<file path="src/rtl/uart_tx_burst_if.sv">
//------------------------------------------------------------------------------
// uart_tx_burst_if
// Frame-load handshake and serial-line status bundle for uart_tx_burst.
//   i_Frame_DV     frame load request (from master)
//   i_Frame_Data   8-byte frame, byte 0 in bits [7:0] (from master)
//   o_Frame_Ready  transmitter idle and able to accept a frame
//   o_Tx_Serial    UART serial line, idle high
//   o_Tx_Active    a frame bit is currently on the line
//   o_Byte_Index   index of the byte currently being sent
//   o_Frame_Done   one-cycle pulse after the last stop bit of byte 7
// Modports: master = frame source, slave = transmitter.
//------------------------------------------------------------------------------
interface uart_tx_burst_if;
    logic        i_Frame_DV;
    logic [63:0] i_Frame_Data;
    logic        o_Frame_Ready;
    logic        o_Tx_Serial;
    logic        o_Tx_Active;
    logic [2:0]  o_Byte_Index;
    logic        o_Frame_Done;

    modport master (
        output i_Frame_DV, i_Frame_Data,
        input  o_Frame_Ready, o_Tx_Serial, o_Tx_Active, o_Byte_Index, o_Frame_Done
    );

    modport slave (
        input  i_Frame_DV, i_Frame_Data,
        output o_Frame_Ready, o_Tx_Serial, o_Tx_Active, o_Byte_Index, o_Frame_Done
    );
endinterface

</file>
<file path="src/rtl/uart_tx_burst.sv">
//------------------------------------------------------------------------------
// uart_tx_burst
// Sends an 8-byte frame as eight back-to-back UART characters, byte 0 first,
// LSB first, 8N1 by default. Defining UART_TX_BURST_PARITY_EN inserts an
// even-parity bit after the data bits of every byte (8E1).
// Parameter:
//   CLKS_PER_BIT  i_Clock cycles per serial bit (2..65535)
// Ports:
//   i_Clock   single clock
//   i_Reset   asynchronous, active-high reset
//   io_Bus    uart_tx_burst_if.slave (frame handshake + serial line status)
// All outputs come straight from flops; next output values are decoded from
// the next state so they line up with the state they describe.
//------------------------------------------------------------------------------
module uart_tx_burst #(
    parameter int CLKS_PER_BIT = 87
) (
    input  logic            i_Clock,
    input  logic            i_Reset,
    uart_tx_burst_if.slave  io_Bus
);

    localparam logic [15:0] LP_BIT_LAST = 16'(CLKS_PER_BIT - 1);

`ifdef UART_TX_BURST_PARITY_EN
    typedef enum logic [2:0] {IDLE, START, DATA, PARITY, STOP, DONE} state_t;
`else
    typedef enum logic [2:0] {IDLE, START, DATA, STOP, DONE} state_t;
`endif

    state_t      r_state,     w_state_d;
    logic [15:0] r_clk_cnt,   w_clk_cnt_d;
    logic [2:0]  r_bit_cnt,   w_bit_cnt_d;
    logic [2:0]  r_byte_idx,  w_byte_idx_d;
    logic [63:0] r_frame,     w_frame_d;   // current byte always in [7:0]
    logic        r_tx_serial, w_tx_serial_d;
    logic        r_tx_active, w_tx_active_d;
    logic        r_ready,     w_ready_d;
    logic        r_done,      w_done_d;

    logic        w_bit_end;
    logic        w_accept;
    logic [7:0]  w_next_byte;

    assign w_bit_end   = (r_clk_cnt == LP_BIT_LAST);
    // r_ready is low for the first cycle after reset, so acceptance waits too.
    assign w_accept    = (r_state == IDLE) && r_ready && io_Bus.i_Frame_DV;
    assign w_next_byte = w_frame_d[7:0];

    //--------------------------------------------------------------------------
    // State and datapath register
    //--------------------------------------------------------------------------
    // NOTE: sequential state uses non-blocking assignments so every flop
    // samples the values from before the edge, independent of statement order.
    always_ff @(posedge i_Clock or posedge i_Reset) begin
        if (i_Reset) begin
            r_state     <= IDLE;
            r_clk_cnt   <= '0;
            r_bit_cnt   <= '0;
            r_byte_idx  <= '0;
            r_frame     <= '0;
            r_tx_serial <= 1'b1;
            r_tx_active <= 1'b0;
            r_ready     <= 1'b0;
            r_done      <= 1'b0;
        end else begin
            r_state     <= w_state_d;
            r_clk_cnt   <= w_clk_cnt_d;
            r_bit_cnt   <= w_bit_cnt_d;
            r_byte_idx  <= w_byte_idx_d;
            r_frame     <= w_frame_d;
            r_tx_serial <= w_tx_serial_d;
            r_tx_active <= w_tx_active_d;
            r_ready     <= w_ready_d;
            r_done      <= w_done_d;
        end
    end

    //--------------------------------------------------------------------------
    // Next-state and datapath logic
    //--------------------------------------------------------------------------
    always_comb begin
        // NOTE: every signal gets a default before the case so no path
        // leaves it unassigned, which would otherwise infer a latch.
        w_state_d    = r_state;
        w_clk_cnt_d  = r_clk_cnt;
        w_bit_cnt_d  = r_bit_cnt;
        w_byte_idx_d = r_byte_idx;
        w_frame_d    = r_frame;

        // Bit timer runs in every line state and wraps at the end of each bit.
        if ((r_state != IDLE) && (r_state != DONE)) begin
            w_clk_cnt_d = w_bit_end ? '0 : r_clk_cnt + 16'd1;
        end

        case (r_state)
            IDLE: begin
                if (w_accept) begin
                    w_state_d    = START;
                    w_frame_d    = io_Bus.i_Frame_Data;
                    w_byte_idx_d = '0;
                    w_clk_cnt_d  = '0;
                    w_bit_cnt_d  = '0;
                end
            end
            START: begin
                if (w_bit_end) begin
                    w_state_d   = DATA;
                    w_bit_cnt_d = '0;
                end
            end
            DATA: begin
                if (w_bit_end) begin
                    w_bit_cnt_d = r_bit_cnt + 3'd1;
                    if (r_bit_cnt == 3'd7) begin
`ifdef UART_TX_BURST_PARITY_EN
                        w_state_d = PARITY;
`else
                        w_state_d = STOP;
`endif
                    end
                end
            end
`ifdef UART_TX_BURST_PARITY_EN
            PARITY: begin
                if (w_bit_end) begin
                    w_state_d = STOP;
                end
            end
`endif
            STOP: begin
                if (w_bit_end) begin
                    if (r_byte_idx == 3'd7) begin
                        w_state_d = DONE;
                    end else begin
                        // Next byte follows immediately: no idle gap.
                        w_state_d    = START;
                        w_byte_idx_d = r_byte_idx + 3'd1;
                        w_frame_d    = {8'h00, r_frame[63:8]};
                    end
                end
            end
            DONE:    w_state_d = IDLE;
            default: w_state_d = IDLE;
        endcase
    end

    //--------------------------------------------------------------------------
    // Output decode (from next state, registered above)
    //--------------------------------------------------------------------------
    always_comb begin
        w_tx_serial_d = 1'b1;
        w_tx_active_d = 1'b0;
        w_ready_d     = 1'b0;
        w_done_d      = 1'b0;

        case (w_state_d)
            IDLE:  w_ready_d = 1'b1;
            START: begin
                w_tx_serial_d = 1'b0;
                w_tx_active_d = 1'b1;
            end
            DATA: begin
                w_tx_serial_d = w_next_byte[w_bit_cnt_d];
                w_tx_active_d = 1'b1;
            end
`ifdef UART_TX_BURST_PARITY_EN
            PARITY: begin
                w_tx_serial_d = ^w_next_byte;  // even parity
                w_tx_active_d = 1'b1;
            end
`endif
            STOP:    w_tx_active_d = 1'b1;
            DONE:    w_done_d      = 1'b1;
            default: w_ready_d     = 1'b0;
        endcase
    end

    assign io_Bus.o_Frame_Ready = r_ready;
    assign io_Bus.o_Tx_Serial   = r_tx_serial;
    assign io_Bus.o_Tx_Active   = r_tx_active;
    assign io_Bus.o_Byte_Index  = r_byte_idx;
    assign io_Bus.o_Frame_Done  = r_done;

endmodule
</file>
<file path="src/flat_wrapper.sv">
// flat-port wrapper written by rule: the top's interface ports become plain ports
module uart_tx_burst_flat 
#(
    parameter int CLKS_PER_BIT = 87
)
  (i_Clock, i_Reset, io_Bus_i_Frame_DV, io_Bus_i_Frame_Data, io_Bus_o_Frame_Ready, io_Bus_o_Tx_Serial, io_Bus_o_Tx_Active, io_Bus_o_Byte_Index, io_Bus_o_Frame_Done);
  uart_tx_burst_if io_Bus_i ();
  input  logic i_Clock;
  input  logic i_Reset;
  input wire logic [$bits(io_Bus_i.i_Frame_DV)-1:0] io_Bus_i_Frame_DV;
  input wire logic [$bits(io_Bus_i.i_Frame_Data)-1:0] io_Bus_i_Frame_Data;
  output wire logic [$bits(io_Bus_i.o_Frame_Ready)-1:0] io_Bus_o_Frame_Ready;
  output wire logic [$bits(io_Bus_i.o_Tx_Serial)-1:0] io_Bus_o_Tx_Serial;
  output wire logic [$bits(io_Bus_i.o_Tx_Active)-1:0] io_Bus_o_Tx_Active;
  output wire logic [$bits(io_Bus_i.o_Byte_Index)-1:0] io_Bus_o_Byte_Index;
  output wire logic [$bits(io_Bus_i.o_Frame_Done)-1:0] io_Bus_o_Frame_Done;
  assign io_Bus_i.i_Frame_DV = io_Bus_i_Frame_DV;
  assign io_Bus_i.i_Frame_Data = io_Bus_i_Frame_Data;
  assign io_Bus_o_Frame_Ready = io_Bus_i.o_Frame_Ready;
  assign io_Bus_o_Tx_Serial = io_Bus_i.o_Tx_Serial;
  assign io_Bus_o_Tx_Active = io_Bus_i.o_Tx_Active;
  assign io_Bus_o_Byte_Index = io_Bus_i.o_Byte_Index;
  assign io_Bus_o_Frame_Done = io_Bus_i.o_Frame_Done;
  uart_tx_burst #(.CLKS_PER_BIT(CLKS_PER_BIT)) u_core (.i_Clock(i_Clock), .i_Reset(i_Reset), .io_Bus(io_Bus_i));
endmodule
</file>
<file path="config.mk">
export PLATFORM = sky130hd
export DESIGN_NAME = uart_tx_burst_flat
export DESIGN_NICKNAME = d
export VERILOG_FILES = /design/src/rtl/uart_tx_burst_if.sv /design/src/rtl/uart_tx_burst.sv /design/src/flat_wrapper.sv
export SDC_FILE = /design/constraint.sdc
export NUM_CORES = 1
export LEC_CHECK = 0
export ABC_CLOCK_PERIOD_IN_PS = 5300
export CAP_MARGIN = 10
export CORE_ASPECT_RATIO = 0.9
export CORE_MARGIN = 4
export CORE_UTILIZATION = 57
export DETAILED_ROUTE_END_ITERATION = 10
export GPL_TIMING_DRIVEN = 0
export PLACE_DENSITY = 0.94
export SYNTH_ARGS = -nofsm -noshare
export SYNTH_HDL_FRONTEND = slang
export SYNTH_SLANG_ARGS = --single-unit
export TNS_END_PERCENT = 50
</file>
<file path="constraint.sdc">
create_clock -name i_Clock -period 5.3 [get_ports i_Clock]
set_input_delay 0.53 -clock i_Clock [delete_from_list [all_inputs] [get_ports i_Clock]]
set_output_delay 0.53 -clock i_Clock [all_outputs]
set_load 0.02 [all_outputs]
</file>
==> impl.org <==
** Setup path
- In this run the worst path has a maximum fanout of 5.
- Startpoint of the worst setup timing path :: u_core.r_clk_cnt[9]
- Crit start category :: flop
- The worst register-to-register path has a depth of 9.
- Type of destination of the critical path :: flop
- The critical path is of the reg -> reg type.
- Required arrival time at the worst endpoint :: 5.58 ns
- Crit Reg-Reg Startpoint :: u_core.r_clk_cnt[9]
- STA puts the critical path data arrival time at between 3 and 4 ns.
- Across all register-to-register paths, the minimum setup slack is around 2.5 ns.
- Critical register-to-register path endpoint :: u_core.io_Bus.o_Tx_Serial

** Global route
- Entering global routing, the biggest net connects between 50 and 60 pins.
- Vias in the first global route :: 3753
- Global route total overflow :: 0
- The initial antenna violation count was 0.
- Global-route usage over all layers :: 0.243
- Global-route wire length before repair :: 17700 um

** Pwr
- Areal power density over the cells :: 228 nW/um2
- Clock network power share :: 0.362
- Flop pwr share :: 0.582
- Of the total power, the share spent switching nets is 0.235.
- The analysis attributes to net switching a power of between 200 and 300 uW.
- Internal :: 932 uW
- The completed layout was analyzed and its total power is 1220 uW.
- Leakage power :: 0.00261 uW
- The share of total power dissipated in combinational logic is 0.056.
- IR analysis of the VDD net gives a maximum drop of 0.205 mV.

** Cells and area
- The layout has between 400 and 500 filler cells.
- Final std cells w/o fill :: a little over 600
- Total Nets Final :: approximately 600
- In the final layout, the share of cells above drive strength 1 is 0.0756.
- From synthesis to final layout, the design area changed by 24.7%.
- 0 antenna diodes ended up in the layout.
- Measured on the finished design, the core utilization comes to 0.744.

** Clock network
- CTS tree :: built
- Number of clock sinks :: 93
- CTS built an H-tree with a depth of 3.
- Buffers inserted during clock tree synthesis total 9.
- Number of buffers added to fix hold violations after cts :: 0
- The tree is rooted in a sky130_fd_sc_hd__clkbuf_8.
- Post-CTS clock slew at the launch and capture registers of the worst setup and hold paths :: 0.10 ns
- Post-CTS repair changed the size of 0 cells.
- In this run the post-CTS setup repair buffer count came out at 0.
- In this run the deepest clock path goes through 2 buffers.
- Latest clock arrival within the worst-skew pair :: roughly 0.36 ns

** STA
- Worst-margin pin slew :: 0.547 ns
- Once routing completed, OpenROAD measured the worst setup slack at ~2.5 ns.
- Counting I/O delays and the setup requirement, the final critical path takes 2.76 ns.
- Post-route clock period utilization :: 0.520
- Setup total negative slack on the finished layout was measured at 0 ns.
- Setup-violating endpoint count in the final report :: 0
- The max-slew violation count came to 0.
- Final number of hold-violating endpoints :: 0
- RSZ-0062 raised after global routing :: false
- FMAX :: 363 MHz
- Between clock sinks in the finished design, the worst skew comes to 0.0116 ns.
- Remaining max-slew budget at the tightest pin :: 0.635

** Logic synthesis
- Synthesis warning total :: 0
- Combined area of all synthesized cells :: 4280 um2
- Number of synthesized register bits :: between 90 and 100
- Predominant post-synthesis flop cell :: sky130_fd_sc_hd__dfrtp_1
- Post-synthesis sequential area ratio :: 0.544
- Area leader, netlist :: sky130_fd_sc_hd__dfrtp_1
- Among all cell types in the netlist, the one instantiated most often is sky130_fd_sc_hd__nand2_1.
- The number of nets handed over by synthesis was 513.
- Top cells by count, synth :: 137 x sky130_fd_sc_hd__nand2_1, 92 x sky130_fd_sc_hd__dfrtp_1, 48 x sky130_fd_sc_hd__a22oi_1
- Counting flops with a built-in enable in the synthesized netlist gives 0.
- Each instance of the synthesized netlist takes up on average 9.76 um2.
- Biggest area contributors in the synthesized netlist :: sky130_fd_sc_hd__dfrtp_1 54%, sky130_fd_sc_hd__nand2_1 12%, sky130_fd_sc_hd__a22oi_1 8.4%
- The synthesized netlist contains 50 unique library cells.
- Share of flip-flops with an asynchronous set or reset :: 1.00
- Counting every instance in the synthesized netlist gives 439.
- Of the post-synthesis cell area, the dominant cell type holds 0.538.

** Place
- Detailed Place HPWL :: approximately 7600 um
- Buffers placed on the I/O ports in this run total 73.
- Placed cells :: 606
- Timing analysis after detailed placement gives a worst setup slack of ~2.6 ns.
- At the end of routability-driven placement, the weighted congestion stood at 0.839.

** Worst hold path
- The startpoint identified for the worst hold timing path is u_core.r_frame[51].
- Worst Hold Endpoint :: u_core.r_frame[51]
- Min-delay worst type :: reg -> reg
- Worst hold path depth :: 2

** Status
- The flow ran to the end, and the final reports show no timing, DRC or antenna violations.

** Die
- Top Ports :: 74
- Floorplan row count :: 29
- Horiz. Die Dim :: 99.4 um
- Measured along the y axis, the die boundary spans 90.2 um.
- After floorplanning, the core was sized to cover slightly above 7000 um2.
- Die area :: roughly 9000 um2
- Initial cell density of the core :: 0.596

** Routing
- Once detail routing completed, the nets flagged for antenna violations numbered 0.
- Detailed Route Iter0 Violations :: between 200 and 300
- Number of vias after detailed routing :: 3702
- Average via count per standard cell :: 5.95
- Wirelength, routed :: 10800 um
- DRC violation count after routing :: 0
- Final routed wire length divided by cell count :: 17.3 um
- Router iterations before antenna repair :: 6

** Run
- Across the run, the number of max-cap violations was 0.
-- state kept, by name, indices dropped and copies added (netlist names) --
signal / count
u_core.r_state: 3
u_core.io_Bus.o_Frame_Ready: 1
u_core.io_Bus.o_Tx_Serial: 1
u_core.io_Bus.o_Frame_Done: 1
u_core.io_Bus.o_Byte_Index: 3
u_core.r_frame: 64
u_core.r_bit_cnt: 3
u_core.r_clk_cnt: 16
u_core.io_Bus.o_Tx_Active: 1
-- cell type report --
type                       instances  area (um2)  share of cell area
inverter                           8        32.5             0.00609
sequential                        93        2330               0.436
multi-input combinational        311        1790               0.335
tap                               93         116              0.0218
clock buffer                       9         124              0.0232
buffer                            27         135              0.0253
clock inverter                     7        58.8              0.0110
timing repair buffer              74         758               0.142
-- critical path: stages, from the launching register on --
cell,delay (ns)
sky130_fd_sc_hd__dfrtp_1,0.44
sky130_fd_sc_hd__nor4_1,0.37
sky130_fd_sc_hd__and4_1,0.31
sky130_fd_sc_hd__inv_2,0.10
sky130_fd_sc_hd__ha_1,0.29
sky130_fd_sc_hd__o22a_1,0.20
sky130_fd_sc_hd__o21ai_0,0.42
sky130_fd_sc_hd__nor2b_1,0.24
sky130_fd_sc_hd__a22oi_2,0.11
sky130_fd_sc_hd__a31oi_1,0.20
-- metal layers --
metal	vias up	GRT usage	part of all wire
met2	155	0.411	0.50
met1	1830	0.306	0.40
li1	1700	-	-
met5	-	0	0
met4	0	0.0637	0.015
met3	17	0.0697	0.081
-- logic make-up (layout without fill, tap and decap cells) --
logic type,Yosys count,in the layout,share of synthesized area
AOI/OAI and AO/OA,99,99,0.171
xor gates and xnor gates,10,10,0.0205
adders and majority gates,7,7,0.0204
buffers and inverters,35,125,0.0386
DFF,93,93,0.544
muxes,4,4,0.00993
and+or+nand+nor,191,191,0.196
-- cell usage in the layout (no fill, tap or decap), types with 3 or more instances in the layout --
| master | instances |
|---|---|
| sky130_fd_sc_hd__a221o_1 | 8 |
| sky130_fd_sc_hd__xor2_1 | 9 |
| sky130_fd_sc_hd__or3_1 | 7 |
| sky130_fd_sc_hd__ha_1 | 7 |
| sky130_fd_sc_hd__a22oi_1 | 48 |
| sky130_fd_sc_hd__buf_1 | 5 |
| sky130_fd_sc_hd__nand4_1 | 3 |
| sky130_fd_sc_hd__nand2_1 | 137 |
| sky130_fd_sc_hd__and2_1 | 8 |
| sky130_fd_sc_hd__o21ai_0 | 20 |
| sky130_fd_sc_hd__buf_2 | 6 |
| sky130_fd_sc_hd__a21oi_1 | 8 |
| sky130_fd_sc_hd__clkbuf_1 | 12 |
| sky130_fd_sc_hd__clkbuf_8 | 9 |
| sky130_fd_sc_hd__inv_1 | 6 |
| sky130_fd_sc_hd__dfrtp_1 | 92 |
| sky130_fd_sc_hd__nor2_1 | 16 |
| sky130_fd_sc_hd__and3_1 | 5 |
| sky130_fd_sc_hd__clkdlybuf4s50_1 | 73 |
| sky130_fd_sc_hd__buf_6 | 3 |
-- through the flow --
step / instance area [um2] / hold WS (ns)
after CTS: 5340 / 0.488
final: 5340 / 0.489
after global placement: 5130 / 0.458
after detailed placement: 5160 / 0.463
after global routing: 5340 / 0.507
after floorplan: 4280 / 0.446
-- worst max-delay path by stage --
stage                                                to  slack (ns)  depth (start not counted)
after CTS                     u_core.io_Bus.o_Tx_Serial        2.56                          9
final                         u_core.io_Bus.o_Tx_Serial        2.54                          9
after global routing          u_core.io_Bus.o_Tx_Serial        2.40                          9
after detailed placement      u_core.io_Bus.o_Tx_Serial        2.58                         11
after floorplan           u_core.io_Bus.o_Byte_Index[0]        2.35                          1
after global placement               u_core.r_frame[15]        1.08                          2
-- power by group through the flow --
stage	registers, uW	clock network [uW]	logic [uW]
global route	709	474	73.2
detailed placement	723	0	68.3
CTS	709	442	68.8
floorplan	723	0	10.8
global placement	723	0	64.7
finish	709	441	67.9
Power figures use the tool's default switching activity.
